### src/rtl/cpu_pkg.sv
// Shared CPU-wide widths and the write-back request record.
// Imported by the write-back stage and its load-return queue.
package cpu_pkg;

  localparam int DATA_W = 32;
  localparam int REG_AW = 4;

  typedef struct packed {
    logic [REG_AW-1:0] dest;
    logic [DATA_W-1:0] data;
  } wb_req_t;

  // Occupancy counter width for a FIFO of the given depth (needs one extra bit for full).
  function automatic int ldq_cnt_w(input int depth);
    return $clog2(depth) + 1;
  endfunction

endpackage

### src/rtl/wb_ldq.sv
// Load-return FIFO: wrapping read/write pointers plus an occupancy count,
// with a per-entry valid/dest view so the top can build the busy mask.
module wb_ldq
  import cpu_pkg::*;
#(
  parameter int DEPTH  = 4,
  parameter int DATA_W = cpu_pkg::DATA_W,
  parameter int REG_AW = cpu_pkg::REG_AW
) (
  input  logic                      clk,
  input  logic                      rst_n,
  input  logic                      push,
  input  logic [REG_AW-1:0]         push_dest,
  input  logic [DATA_W-1:0]         push_data,
  input  logic                      pop,
  output logic                      full,
  output logic                      empty,
  output logic [ldq_cnt_w(DEPTH)-1:0] count,
  output logic [REG_AW-1:0]         head_dest,
  output logic [DATA_W-1:0]         head_data,
  output logic [DEPTH-1:0]          entry_valid,
  output logic [DEPTH*REG_AW-1:0]   entry_dest
);

  localparam int PTR_W = $clog2(DEPTH);
  localparam int CNT_W = ldq_cnt_w(DEPTH);

  logic [DATA_W-1:0] data_mem [DEPTH];
  logic [REG_AW-1:0] dest_mem [DEPTH];

  logic [PTR_W-1:0] rd_ptr;
  logic [PTR_W-1:0] wr_ptr;
  logic [CNT_W-1:0] count_reg;
  logic [CNT_W-1:0] count_next;
  logic             do_push;
  logic             do_pop;

  assign full    = (count_reg == CNT_W'(DEPTH));
  assign empty   = (count_reg == '0);
  assign count   = count_reg;
  assign do_push = push && !full;
  assign do_pop  = pop && !empty;

  always_comb begin
    count_next = count_reg;
    case ({do_push, do_pop})
      2'b10:   count_next = count_reg + 1'b1;
      2'b01:   count_next = count_reg - 1'b1;
      default: count_next = count_reg;
    endcase
  end

  always_ff @(posedge clk or negedge rst_n) begin
    if (!rst_n) begin
      rd_ptr    <= '0;
      wr_ptr    <= '0;
      count_reg <= '0;
    end else begin
      if (do_push) wr_ptr <= wr_ptr + 1'b1;
      if (do_pop)  rd_ptr <= rd_ptr + 1'b1;
      count_reg <= count_next;
    end
  end

  // Storage needs no reset: entries are only observed through entry_valid / count.
  always_ff @(posedge clk) begin
    if (do_push) begin
      data_mem[wr_ptr] <= push_data;
      dest_mem[wr_ptr] <= push_dest;
    end
  end

  assign head_dest = dest_mem[rd_ptr];
  assign head_data = data_mem[rd_ptr];

  genvar gi;
  generate
    for (gi = 0; gi < DEPTH; gi++) begin : g_entry
      logic [PTR_W-1:0] offset;
      // Entry is live when its distance from the head is below the occupancy.
      assign offset          = PTR_W'(gi) - rd_ptr;
      assign entry_valid[gi] = ({1'b0, offset} < count_reg);
      assign entry_dest[gi*REG_AW +: REG_AW] = dest_mem[gi];
    end
  endgenerate

endmodule

### src/rtl/wb_writeback.sv
// Write-back stage: arbitrates queued load returns against in-order ALU
// results onto the single registered register-file write port.
module wb_writeback
  import cpu_pkg::*;
#(
  parameter int DATA_W     = cpu_pkg::DATA_W,
  parameter int REG_AW     = cpu_pkg::REG_AW,
  parameter int LDQ_DEPTH  = 4,
  parameter int STARVE_MAX = 3
) (
  input  logic                            clk,
  input  logic                            rst_n,
  input  logic                            alu_valid,
  output logic                            alu_ready,
  input  logic                            alu_wb,
  input  logic [REG_AW-1:0]               alu_dest,
  input  logic [DATA_W-1:0]               alu_data,
  input  logic                            ld_valid,
  output logic                            ld_ready,
  input  logic [REG_AW-1:0]               ld_dest,
  input  logic [DATA_W-1:0]               ld_data,
  output logic                            regwrite_en,
  output logic [REG_AW-1:0]               regwrite_dest,
  output logic [DATA_W-1:0]               regwrite_data,
  output logic [2**REG_AW-1:0]            busy_mask,
  output logic [ldq_cnt_w(LDQ_DEPTH)-1:0] ldq_count
);

  localparam int NREG = 2**REG_AW;
  localparam int SW   = $clog2(STARVE_MAX + 1);

  logic                        ldq_full;
  logic                        ldq_empty;
  logic [REG_AW-1:0]           head_dest;
  logic [DATA_W-1:0]           head_data;
  logic [LDQ_DEPTH-1:0]        entry_valid;
  logic [LDQ_DEPTH*REG_AW-1:0] entry_dest;

  logic          grant_ld;
  logic          alu_xfer;
  logic [SW-1:0] starve_cnt;
  logic [SW-1:0] starve_next;

  wb_ldq #(
    .DEPTH  (LDQ_DEPTH),
    .DATA_W (DATA_W),
    .REG_AW (REG_AW)
  ) u_ldq (
    .clk         (clk),
    .rst_n       (rst_n),
    .push        (ld_valid),
    .push_dest   (ld_dest),
    .push_data   (ld_data),
    .pop         (grant_ld),
    .full        (ldq_full),
    .empty       (ldq_empty),
    .count       (ldq_count),
    .head_dest   (head_dest),
    .head_data   (head_data),
    .entry_valid (entry_valid),
    .entry_dest  (entry_dest)
  );

  // Loads win unless the ALU has already been passed over STARVE_MAX times.
  assign grant_ld  = !ldq_empty && (starve_cnt < SW'(STARVE_MAX));
  assign alu_ready = !grant_ld;
  assign ld_ready  = !ldq_full;
  assign alu_xfer  = alu_valid && alu_ready;

  always_comb begin
    starve_next = starve_cnt;
    if (alu_xfer || !alu_valid) begin
      starve_next = '0;
    end else if (grant_ld && (starve_cnt < SW'(STARVE_MAX))) begin
      starve_next = starve_cnt + 1'b1;
    end
  end

  always_ff @(posedge clk or negedge rst_n) begin
    if (!rst_n) begin
      starve_cnt    <= '0;
      regwrite_en   <= 1'b0;
      regwrite_dest <= '0;
      regwrite_data <= '0;
    end else begin
      starve_cnt <= starve_next;
      if (grant_ld) begin
        regwrite_en   <= 1'b1;
        regwrite_dest <= head_dest;
        regwrite_data <= head_data;
      end else if (alu_xfer && alu_wb) begin
        regwrite_en   <= 1'b1;
        regwrite_dest <= alu_dest;
        regwrite_data <= alu_data;
      end else begin
        regwrite_en   <= 1'b0;
      end
    end
  end

  genvar gi;
  generate
    for (gi = 0; gi < NREG; gi++) begin : g_busy
      logic hit;
      always_comb begin
        hit = 1'b0;
        for (int e = 0; e < LDQ_DEPTH; e++) begin
          if (entry_valid[e] && (entry_dest[e*REG_AW +: REG_AW] == REG_AW'(gi))) hit = 1'b1;
        end
      end
      assign busy_mask[gi] = hit;
    end
  endgenerate

endmodule

### config.mk
export PLATFORM = sky130hd
export DESIGN_NAME = wb_writeback
export DESIGN_NICKNAME = d
export VERILOG_FILES = /design/src/rtl/cpu_pkg.sv /design/src/rtl/wb_ldq.sv /design/src/rtl/wb_writeback.sv
export SDC_FILE = /design/constraint.sdc
export NUM_CORES = 1
export LEC_CHECK = 0
export CAP_MARGIN = 20
export CORE_AREA = 2 2 164 102
export DETAILED_ROUTE_END_ITERATION = 7
export DIE_AREA = 0 0 166 104
export GPL_TIMING_DRIVEN = 0
export PLACE_DENSITY = 0.78
export SYNTH_ARGS = -nofsm -noshare
export SYNTH_HDL_FRONTEND = slang
export SYNTH_HIERARCHICAL = 1
export SYNTH_SLANG_ARGS = --single-unit
### constraint.sdc
create_clock -name clk -period 3.45 [get_ports clk]
set_input_delay 0.69 -clock clk [delete_from_list [all_inputs] [get_ports clk]]
set_output_delay 0.69 -clock clk [all_outputs]
set_load 0.05 [all_outputs]
# Yosys cells after proc, flatten, opt, wreduce, memory -nomap -nowiden
# Memories as Yosys holds them, arrays and structs flattened.
# Cells that the tools add are included.
# totals
ff_bits	46
mem_bits_rw	144
mem_count	2
# memory_table
memory	depth	word_bits	read_ports	rd_ports_with_merged_regs	write_ports	line	source
u_ldq.data_mem	4	32	1	0	1	wb_ldq.sv:28	logic [DATA_W-1:0] data_mem [DEPTH];
u_ldq.dest_mem	4	4	5	0	1	wb_ldq.sv:29	logic [REG_AW-1:0] dest_mem [DEPTH];
# classes
add_sub_neg	9
order_cmp	5
eq_ne	63
muxes	75
n_reduce_logical	83
# op_table
op	n
== test 4 bit (second input constant)	32
logical AND 1 bit	70
two-way mux 1 bit	68
== test 4 x 3 -> 1 bit (second input constant)	16
two-way mux 32 bit	2
== test 4 x 2 -> 1 bit (second input constant)	8
== test 4 x 1 -> 1 bit (second input constant)	4
logical NOT 4 bit	4
< comparator 2 x 3 -> 1 bit	4
two-way mux 4 bit	2
adder 2 x 1 -> 2 bit (second input constant)	3
one-hot mux 3 bit (2 select lines)	1
nonzero test 2 bit	3
logical NOT 1 bit	4
two-way mux 2 bit	2
subtractor 1 x 2 -> 2 bit (first input constant)	2
subtractor 2 bit (first input constant)	2
adder 3 x 1 -> 3 bit (second input constant)	1
== test 3 bit (second input constant)	1
logical NOT 3 bit	1
subtractor 3 x 1 -> 3 bit (second input constant)	1
== test 2 x 1 -> 1 bit (second input constant)	1
== test 2 bit (second input constant)	1
< comparator 2 bit (second input constant)	1
logical OR 1 bit	1

# Logic depth before layout (Yosys ltp)
# Gate-level depths: netlist (run 1).
# depth
depth_word	8
mapped_depth	11

# Cells and area by module
# Netlist (run 1), hierarchy kept.
# by_module_without_submodules
mod	n_inst	cells_each	area_each_um2	seq_area_each_um2
wb_ldq	1	245	5774.3	4499.3
wb_writeback	1	246	2407.3	975.9

# Worst setup path after synthesis (run 1)
# No wires, ideal clock.
# synth_timing
path_kind	flip-flop to output port
from	reg u_ldq.count_reg[1] (netlist: u_ldq/count[1])
to	out busy_mask[0]
arrival_time_ns	2.408
slack_ns	0.352
stages_incl_launch_ff	8
path_buffers	1
cell_sequence	dfrtp_1 > inv_1 > ha_1 > a21oi_1 > o21bai_1 > or3b_2 > o221ai_1 > buf_4
# synth_via
elab_cells_between_ends	12
cone_classes	order compare (4); mux (4); reduce/logical (4)
# synth_rtl
element	line	source
start: declaration	wb_ldq.sv:33	logic [CNT_W-1:0] count_reg;
start signal: assignment	wb_ldq.sv:61	count_reg <= count_next;
< comparator 2 x 3 -> 1 bit	wb_ldq.sv:82	assign entry_valid[gi] = ({1'b0, offset} < count_reg);
net entry_valid[1]	wb_writeback.sv:36	logic [LDQ_DEPTH-1:0] entry_valid;
logical AND 1 bit	wb_writeback.sv:108	if (entry_valid[e] && (entry_dest[e*REG_AW +: REG_AW] == REG_AW'(gi))) hit = 1'b1;
two-way mux 1 bit (3 in series)	wb_writeback.sv:108	
end: declaration	wb_writeback.sv:25	output logic [2**REG_AW-1:0] busy_mask,
# The timed path passes the listed nets, and every way through them passes these cells.

# Final worst setup path (run 1)
# layout_timing
from	reg u_ldq.rd_ptr[0]
to	out busy_mask[11]
# layout_via
elab_cells_between_ends	16
cone_classes	add/sub (4); order compare (4); mux (4); reduce/logical (4)
# layout_rtl
element	line	source
start: declaration	wb_ldq.sv:31	logic [PTR_W-1:0] rd_ptr;
start signal: assignment	wb_ldq.sv:60	if (do_pop) rd_ptr <= rd_ptr + 1'b1;
subtractor 2 bit	wb_ldq.sv:81	assign offset = PTR_W'(gi) - rd_ptr;
< comparator 2 x 3 -> 1 bit	wb_ldq.sv:82	
net entry_valid[2]	wb_writeback.sv:36	
logical AND 1 bit	wb_writeback.sv:108	
two-way mux 1 bit (2 in series)	wb_writeback.sv:108	
# The timed path passes the listed nets, and every way through them passes these cells.

==> results of run 1 <==
==> cells by family (layout without fill, tap and decap cells) <==
logic type      Yosys count  after routing  share of synthesized area [%]
compound gates           76             76                          6.285
mux                      73             73                          14.50
other cells               0              1                              0
buf+inv                  48            221                          4.068
fa+ha+maj                11             11                          1.774
xor+xnor                  7              7                         0.7494
simple gates             86             86                          5.704
flops                   190            190                          66.92
==> through the flow <==
stage	instance area (sq um)	utilization, %	setup WS, ps
5_1_grt	10530	66.63	-9.426
4_1_cts	10390	65.71	24.83
3_5_place_dp	9799	61.98	-504.1
6_report	10540	66.64	84.23
2_1_floorplan	8182	-	351.7
3_3_place_gp	9784	61.89	-465.1
==> layout make-up <==
type / count / share of cell area, %
sequential: 190 / 51.98
multi-input combinational: 253 / 23.85
timing repair buffer: 143 / 13.06
clock buffer: 18 / 4.073
buffer: 35 / 2.767
tap: 209 / 2.482
clock inverter: 14 / 1.378
inverter: 11 / 0.3919
antenna: 1 / 0.02375
==> power by group through the flow <==
stage | Sequential (mW) | Combinational [mW] | Clock (mW)
2_1_floorplan | 4.25 | 2.61 | 0
3_3_place_gp | 3.44 | 4.82 | 0
3_5_place_dp | 3.48 | 4.93 | 0
4_1_cts | 3.44 | 4.96 | 1.94
5_1_grt | 3.49 | 5.42 | 2.05
6_report | 3.44 | 5.10 | 1.91
==> layer usage <==
layer,up-vias,track usage [%],wire [um]
li1,2225,-,-
met1,2554,33.08,8948
met2,173,34.74,8890
met3,19,5.441,1112
met4,0,5.652,174
met5,-,0,0
==> cells in the final DEF, fill, tap and decap left out, types with 3 or more instances in the layout <==
master / Yosys / final
a21oi_1: 4 / 4
a22oi_1: 12 / 6
a22oi_2: 0 / 6
a32oi_2: 0 / 3
and2_2: 4 / 4
and3b_2: 0 / 3
buf_2: 8 / 11
buf_4: 16 / 35
buf_6: 6 / 4
buf_8: 3 / 5
clkbuf_16: 0 / 17
clkbuf_2: 3 / 3
clkdlybuf4s50_1: 0 / 117
dfrtp_1: 46 / 45
edfxtp_1: 144 / 144
ha_1: 10 / 10
inv_1: 11 / 11
inv_6: 0 / 6
inv_8: 0 / 3
mux2i_1: 36 / 36
mux4_2: 36 / 36
nand2_1: 42 / 42
nand2b_1: 5 / 5
nand3b_1: 4 / 4
nor2_1: 4 / 4
nor2b_1: 4 / 4
o21ai_0: 30 / 30
o21ai_1: 7 / 7
o221ai_1: 16 / 10
o221ai_2: 0 / 6
or2_2: 5 / 4
xnor2_1: 3 / 3
xor2_1: 4 / 3
==> critical path: stages, from the launching register on <==
cell	delay (ps)
dfrtp_1	400
buf_12	140
xor2_2	160
inv_1	60
ha_1	270
a21oi_1	60
or2_4	260
and3b_2	250
a32oi_2	200
o221ai_2	130
buf_4	150
buf_4	180
==> worst max-delay path by stage <==
stage                    endpoint  cells after the start  slack, ps            start
floorplan            busy_mask[0]                      7        350   u_ldq/count[1]
CTS                  busy_mask[7]                     11         20  u_ldq/rd_ptr[1]
finish              busy_mask[11]                     11         80  u_ldq/rd_ptr[0]
global placement     busy_mask[2]                     11       -470  u_ldq/rd_ptr[1]
detailed placement   busy_mask[2]                     11       -500  u_ldq/rd_ptr[1]
global route        busy_mask[10]                      9         -9   u_ldq/count[1]
==> what timing repair did <==
| action | in CTS | in global routing |
|---|---|---|
| gates resized for setup | 110 | 21 |
| setup endpoints to repair | 17 | 16 |
| cloned | 0 | 0 |
| setup buffers | 1 | 7 |
| pin swaps | 3 | 5 |
==> impl_metrics.py, run 1 <==
metrics = {
    "run": {
        "max_cap_violations": 0,
    },
    "status": {
        "outcome": "finished, final reports clean",
    },
    "yosys": {
        "synth_seq_cells": 190,
        "syn_inst": 491,
        "synthTopCellsByArea": "edfxtp_1 53%, dfrtp_1 14%, mux4_2 9.9%, mux2i_1 4.4%, nand2_1 1.9%",
        "ys.flop_type": "edfxtp_1",
        "synth_top_area_cell": "edfxtp_1",
        "netlist-cell-type-count": 42,
        "yosys-top-cells-count": "144 x edfxtp_1, 46 x dfrtp_1, 42 x nand2_1",
        "synthArstFlopShare_pct": 24.21,
        "synth_seq_area_share_pct": 66.92,
        "synth_edf_count": 144,
        "synth_top_area_share_pct": 52.85,
        "synth.most_common_cell": "edfxtp_1",
        "syn_area_sq_um": 8182,
        "synth_area_per_cell_sq_um": 16.66,
        "synth_nets": 579,
        "yosys_warnings": 6,
    },
    "place": {
        "place.gp.congestion": 0.8942,
        "place.port_buffers": 134,
        "dpl.hpwl_mm": 13.06,
        "dp.cells": 835,
    },
    "pwr": {
        "peakVddDrop_mv": 0.5795,
        "pwr-share-seq_pct": 32.9,
        "intPower_mw": 6.234,
        "leakagePower_nw": 3.953,
        "switching_share_pct": 40.30,
        "p_per_area_nw_per_um2": 991.1,
        "pwr-share-comb_pct": 48.8,
        "totalPowerFinal_mw": 10.44,
        "p_sw_mw": 4.208,
        "pwr-share-clk_pct": 18.3,
    },
    "finish": {
        "seq_area_sq_um": 5477,
        "areaGrowthSynthToFinish_pct": 28.78,
        "regMostFlops": "u_ldq/data_mem",
        "multi_input_area_sq_um": 2512,
        "drive_gt1_share_pct": 25.30,
        "reg_top3": "u_ldq/data_mem (128), regwrite_data (32), u_ldq/dest_mem (16)",
        "final_cells": 874,
        "fin_nets": 739,
        "largest_register_ffs": 128,
        "fill_cells": 1068,
    },
    "global_route": {
        "gr-usage-all-layers_pct": 22.65,
        "grt_pass1_vias": 5206,
        "grt_pass1_wl_mm": 29.37,
        "antenna_found_initial": 2,
        "grt-ovfl-total": 0,
        "grt_max_degree": 37,
    },
    "timing": {
        "setup_viol": 0,
        "fin_crit_sh_pct": 97.56,
        "hold_viol_final": 0,
        "tns_ps": 0,
        "worst_pin_slew_ps": 1092,
        "clock.fmax_mhz": 297.1,
        "period_minus_slack_ps": 3366,
        "relSlewSlack_pct": 27.18,
        "skew_ps": 11.36,
        "final_max_slew_viol_count": 0,
        "fin_hold_ws_ps": 165.7,
    },
    "clock_tree": {
        "root_buffer": "clkbuf_16",
        "clock_latency_ps": 420,
        "htree_levels": 4,
        "clock_sinks": 190,
        "cts_tree": "built",
        "clockBufferDepth": 2,
        "cts-buffers-inserted": 17,
        "clk_pin_slew_ps": 70,
        "cts_hold_buf": 0,
    },
    "critical_path": {
        "ff2ff_path_depth": 10,
        "path_max_fanout": 6,
        "critPathArrivalTime_ps": 2680,
        "r2r_start": "starve_cnt[0]",
        "r2r_end": "u_ldq/count[2]",
        "crit_path_end_kind": "output port",
        "cp-start-kind": "flop",
        "crit_type": "flop to output port",
        "r2r_slack_ps": 980,
        "critPathRequiredTime_ps": 2760,
    },
    "detailed_routing": {
        "drtIter0Drc": 387,
        "routedWlPerCell_um": 21.88,
        "vias": 4971,
        "antenna_left": 0,
        "via_per_inst": 5.688,
        "drc": 0,
        "firstDrtPassIters": 4,
        "totalWireLength_mm": 19.13,
    },
    "floorplanning": {
        "dieArea_sq_um": 17260,
        "die_y_um": 104,
        "placementRows": 36,
        "die_w_um": 166,
        "start_util_pct": 51.75,
        "coreArea_sq_um": 15810,
        "io_pins": 135,
    },
    "hold_path": {
        "hold_path.class": "input pin to asynchronous set/reset pin",
    },
}
Note: power is estimated with default switching activity, not from simulation.
==> run 2: changes to the inputs <==
--- a/config.mk
+++ b/config.mk
@@ -10,7 +10,7 @@
 export DETAILED_ROUTE_END_ITERATION = 7
 export DIE_AREA = 0 0 166 104
 export GPL_TIMING_DRIVEN = 0
-export PLACE_DENSITY = 0.78
+export PLACE_DENSITY = 0.76
 export SYNTH_ARGS = -nofsm -noshare
 export SYNTH_HDL_FRONTEND = slang
 export SYNTH_HIERARCHICAL = 1
==> run 2 against run 1 <==
Compared with the run above:
- critical path depth unchanged
- setup slack got worse by 33 ps
- sequential power about the same
- count of clock-buffer cells in the layout up 1
- utilization is 0.12 points lower
- non-clock buffer count fell by 3
- clock power barely moved
- flip-flop and latch count stayed put
- largest cell class unchanged
==> impl_metrics.py, run 2 (synthesized netlist as in run 1, its figures left out) <==
metrics = {
    "status": {
        "outcome": "finished, final reports clean",
    },
    "clock_tree": {
        "cts_tree": "built",
        "clock_sinks": 190,
        "clock_latency_ps": 430,
        "root_buffer": "clkbuf_16",
        "cts-buffers-inserted": 17,
        "htree_levels": 4,
        "clk_pin_slew_ps": 70,
        "clockBufferDepth": 2,
        "cts_hold_buf": 0,
    },
    "floorplanning": {
        "coreArea_sq_um": 15810,
        "dieArea_sq_um": 17260,
        "die_y_um": 104,
        "die_w_um": 166,
        "placementRows": 36,
        "io_pins": 135,
        "start_util_pct": 51.75,
    },
    "place": {
        "dpl.hpwl_mm": 13.39,
        "dp.cells": 835,
        "place.port_buffers": 134,
        "post_dp_cell_area_sq_um": 9799,
        "place.gp.congestion": 0.8428,
        "pre_cts_ws_ps": -613.0,
    },
    "detailed_routing": {
        "routedWlPerCell_um": 22.41,
        "drc": 0,
        "via_per_inst": 5.683,
        "drtIter0Drc": 452,
        "antenna_left": 0,
        "vias": 4944,
        "totalWireLength_mm": 19.50,
        "firstDrtPassIters": 5,
    },
    "finish": {
        "fin_util_pct": 66.52,
        "fin_nets": 736,
        "largest_register_ffs": 128,
        "drive_gt1_share_pct": 24.96,
        "final_common_cell": "edfxtp_1",
        "reg_top3": "u_ldq/data_mem (128), regwrite_data (32), u_ldq/dest_mem (16)",
        "seq_area_sq_um": 5477,
        "fill_cells": 1066,
        "regMostFlops": "u_ldq/data_mem",
        "areaGrowthSynthToFinish_pct": 28.55,
        "final_area_sq_um": 10520,
        "multi_input_area_sq_um": 2497,
        "final_cells": 870,
        "n_antenna_cell": 0,
        "mostFrequentLayoutCells": "144 x edfxtp_1, 117 x clkdlybuf4s50_1, 45 x dfrtp_1, 42 x nand2_1",
    },
    "run": {
        "max_cap_violations": 0,
    },
    "timing": {
        "tns_ps": 0,
        "final_max_slew_viol_count": 0,
        "clock.fmax_mhz": 294.2,
        "layout_setup_ws_ps": 50.87,
        "rsz0062_at_grt": "true",
        "relSlewSlack_pct": 28.59,
        "skew_ps": 12.44,
        "hold_viol_final": 0,
        "worst_pin_slew_ps": 1071,
        "fin_crit_sh_pct": 98.53,
        "period_minus_slack_ps": 3399,
        "setup_viol": 0,
    },
    "pwr": {
        "pwr-share-seq_pct": 32.9,
        "intPower_mw": 6.184,
        "p_per_area_nw_per_um2": 992.3,
        "pwr-share-comb_pct": 49.1,
        "switching_share_pct": 40.75,
        "p_sw_mw": 4.252,
        "pwr-share-clk_pct": 18.0,
        "leakagePower_nw": 3.925,
        "peakVddDrop_mv": 0.6642,
    },
    "global_route": {
        "grt_pass1_vias": 5074,
        "antenna_found_initial": 1,
        "grt_pass1_wl_mm": 29.81,
        "gr-usage-all-layers_pct": 23.38,
        "grt-ovfl-total": 0,
        "grt_max_degree": 37,
    },
    "critical_path": {
        "crit_type": "flop to output port",
        "r2r_start": "u_ldq/count[0]",
        "cp-endpoint": "busy_mask[11]",
        "ff2ff_path_depth": 11,
        "path_max_fanout": 4,
        "crit_start": "u_ldq/rd_ptr[0]",
        "r2r_end": "u_ldq/count[2]",
        "cp-start-kind": "flop",
        "crit_path_end_kind": "output port",
        "critPathRequiredTime_ps": 2760,
        "r2r_slack_ps": 900,
        "critPathArrivalTime_ps": 2710,
    },
    "hold_path": {
        "hold_path.class": "input pin to asynchronous set/reset pin",
    },
}
==> run 2: cell types whose count changed in the layout (fill, tap and decap cells not counted), moves of 2 or more <==
| cell | change |
|---|---|
| buf_2 | -2 |
| buf_4 | -9 |
| a32oi_1 | +3 |
| buf_8 | -2 |
| inv_6 | -3 |
| buf_6 | +10 |
| a32oi_2 | -3 |
| o221ai_1 | +4 |
| a22oi_1 | -5 |
| clkinvlp_4 | +2 |
| o221ai_2 | -4 |
| a22oi_2 | +5 |
==> run 2: what timing repair did <==
action	in CTS	in global routing
pin swaps	7	5
setup endpoints to repair	17	13
buffers inserted	5	0
gates resized for setup	114	25
==> run 2: power groups by stage <==
| stage | clock network [mW] | registers [mW] | logic (mW) |
|---|---|---|---|
| global route | 2.00 | 3.49 | 5.44 |
| floorplan | 0 | 4.25 | 2.61 |
| global placement | 0 | 3.43 | 4.85 |
| finish | 1.88 | 3.43 | 5.13 |
| CTS | 1.91 | 3.43 | 5.07 |
| detailed placement | 0 | 3.48 | 4.96 |
==> run 2: stage by stage <==
step	hold WS, ps	power [mW]
global route	163.0	10.93
global placement	416.5	8.287
detailed placement	442.1	8.440
CTS	154.2	10.41
finish	161.8	10.44
floorplan	394.4	6.861
==> run 2: how the worst min path moves through the flow <==
stage,from,slack [ps],endpoint
after global placement,starve_cnt[0],420,starve_cnt[0]
final,rst_n,160,regwrite_data[11]
after floorplan,rst_n,390,regwrite_data[0]
after detailed placement,starve_cnt[0],440,starve_cnt[0]
after global routing,rst_n,160,regwrite_data[12]
after CTS,rst_n,150,regwrite_data[6]
==> run 2: cell type report <==
class / instances / share of cell area (%)
well taps: 209 / 2.486
clock inverters: 13 / 1.190
flip-flops and latches: 190 / 52.07
repair buffers: 140 / 13.17
inverters: 11 / 0.3926
clock buffers: 19 / 4.211
multi-input cells: 253 / 23.74
plain buffers: 35 / 2.736
==> run 2: critical path, stage by stage (launching register included) <==
cell	delay (ps)
dfrtp_1	400
buf_12	130
xor2_2	180
inv_1	70
ha_1	290
a21oi_2	60
or2_4	250
and3b_2	250
a32oi_1	220
o221ai_1	140
buf_4	150
buf_6	140
==> run 2: layer usage <==
layer	vias to the layer above	track usage [%]	wire, um
met5	-	0	0
met1	2519	35.19	9114
met3	18	5.594	1352
li1	2223	-	-
met4	0	5.155	202
met2	184	35.09	8828
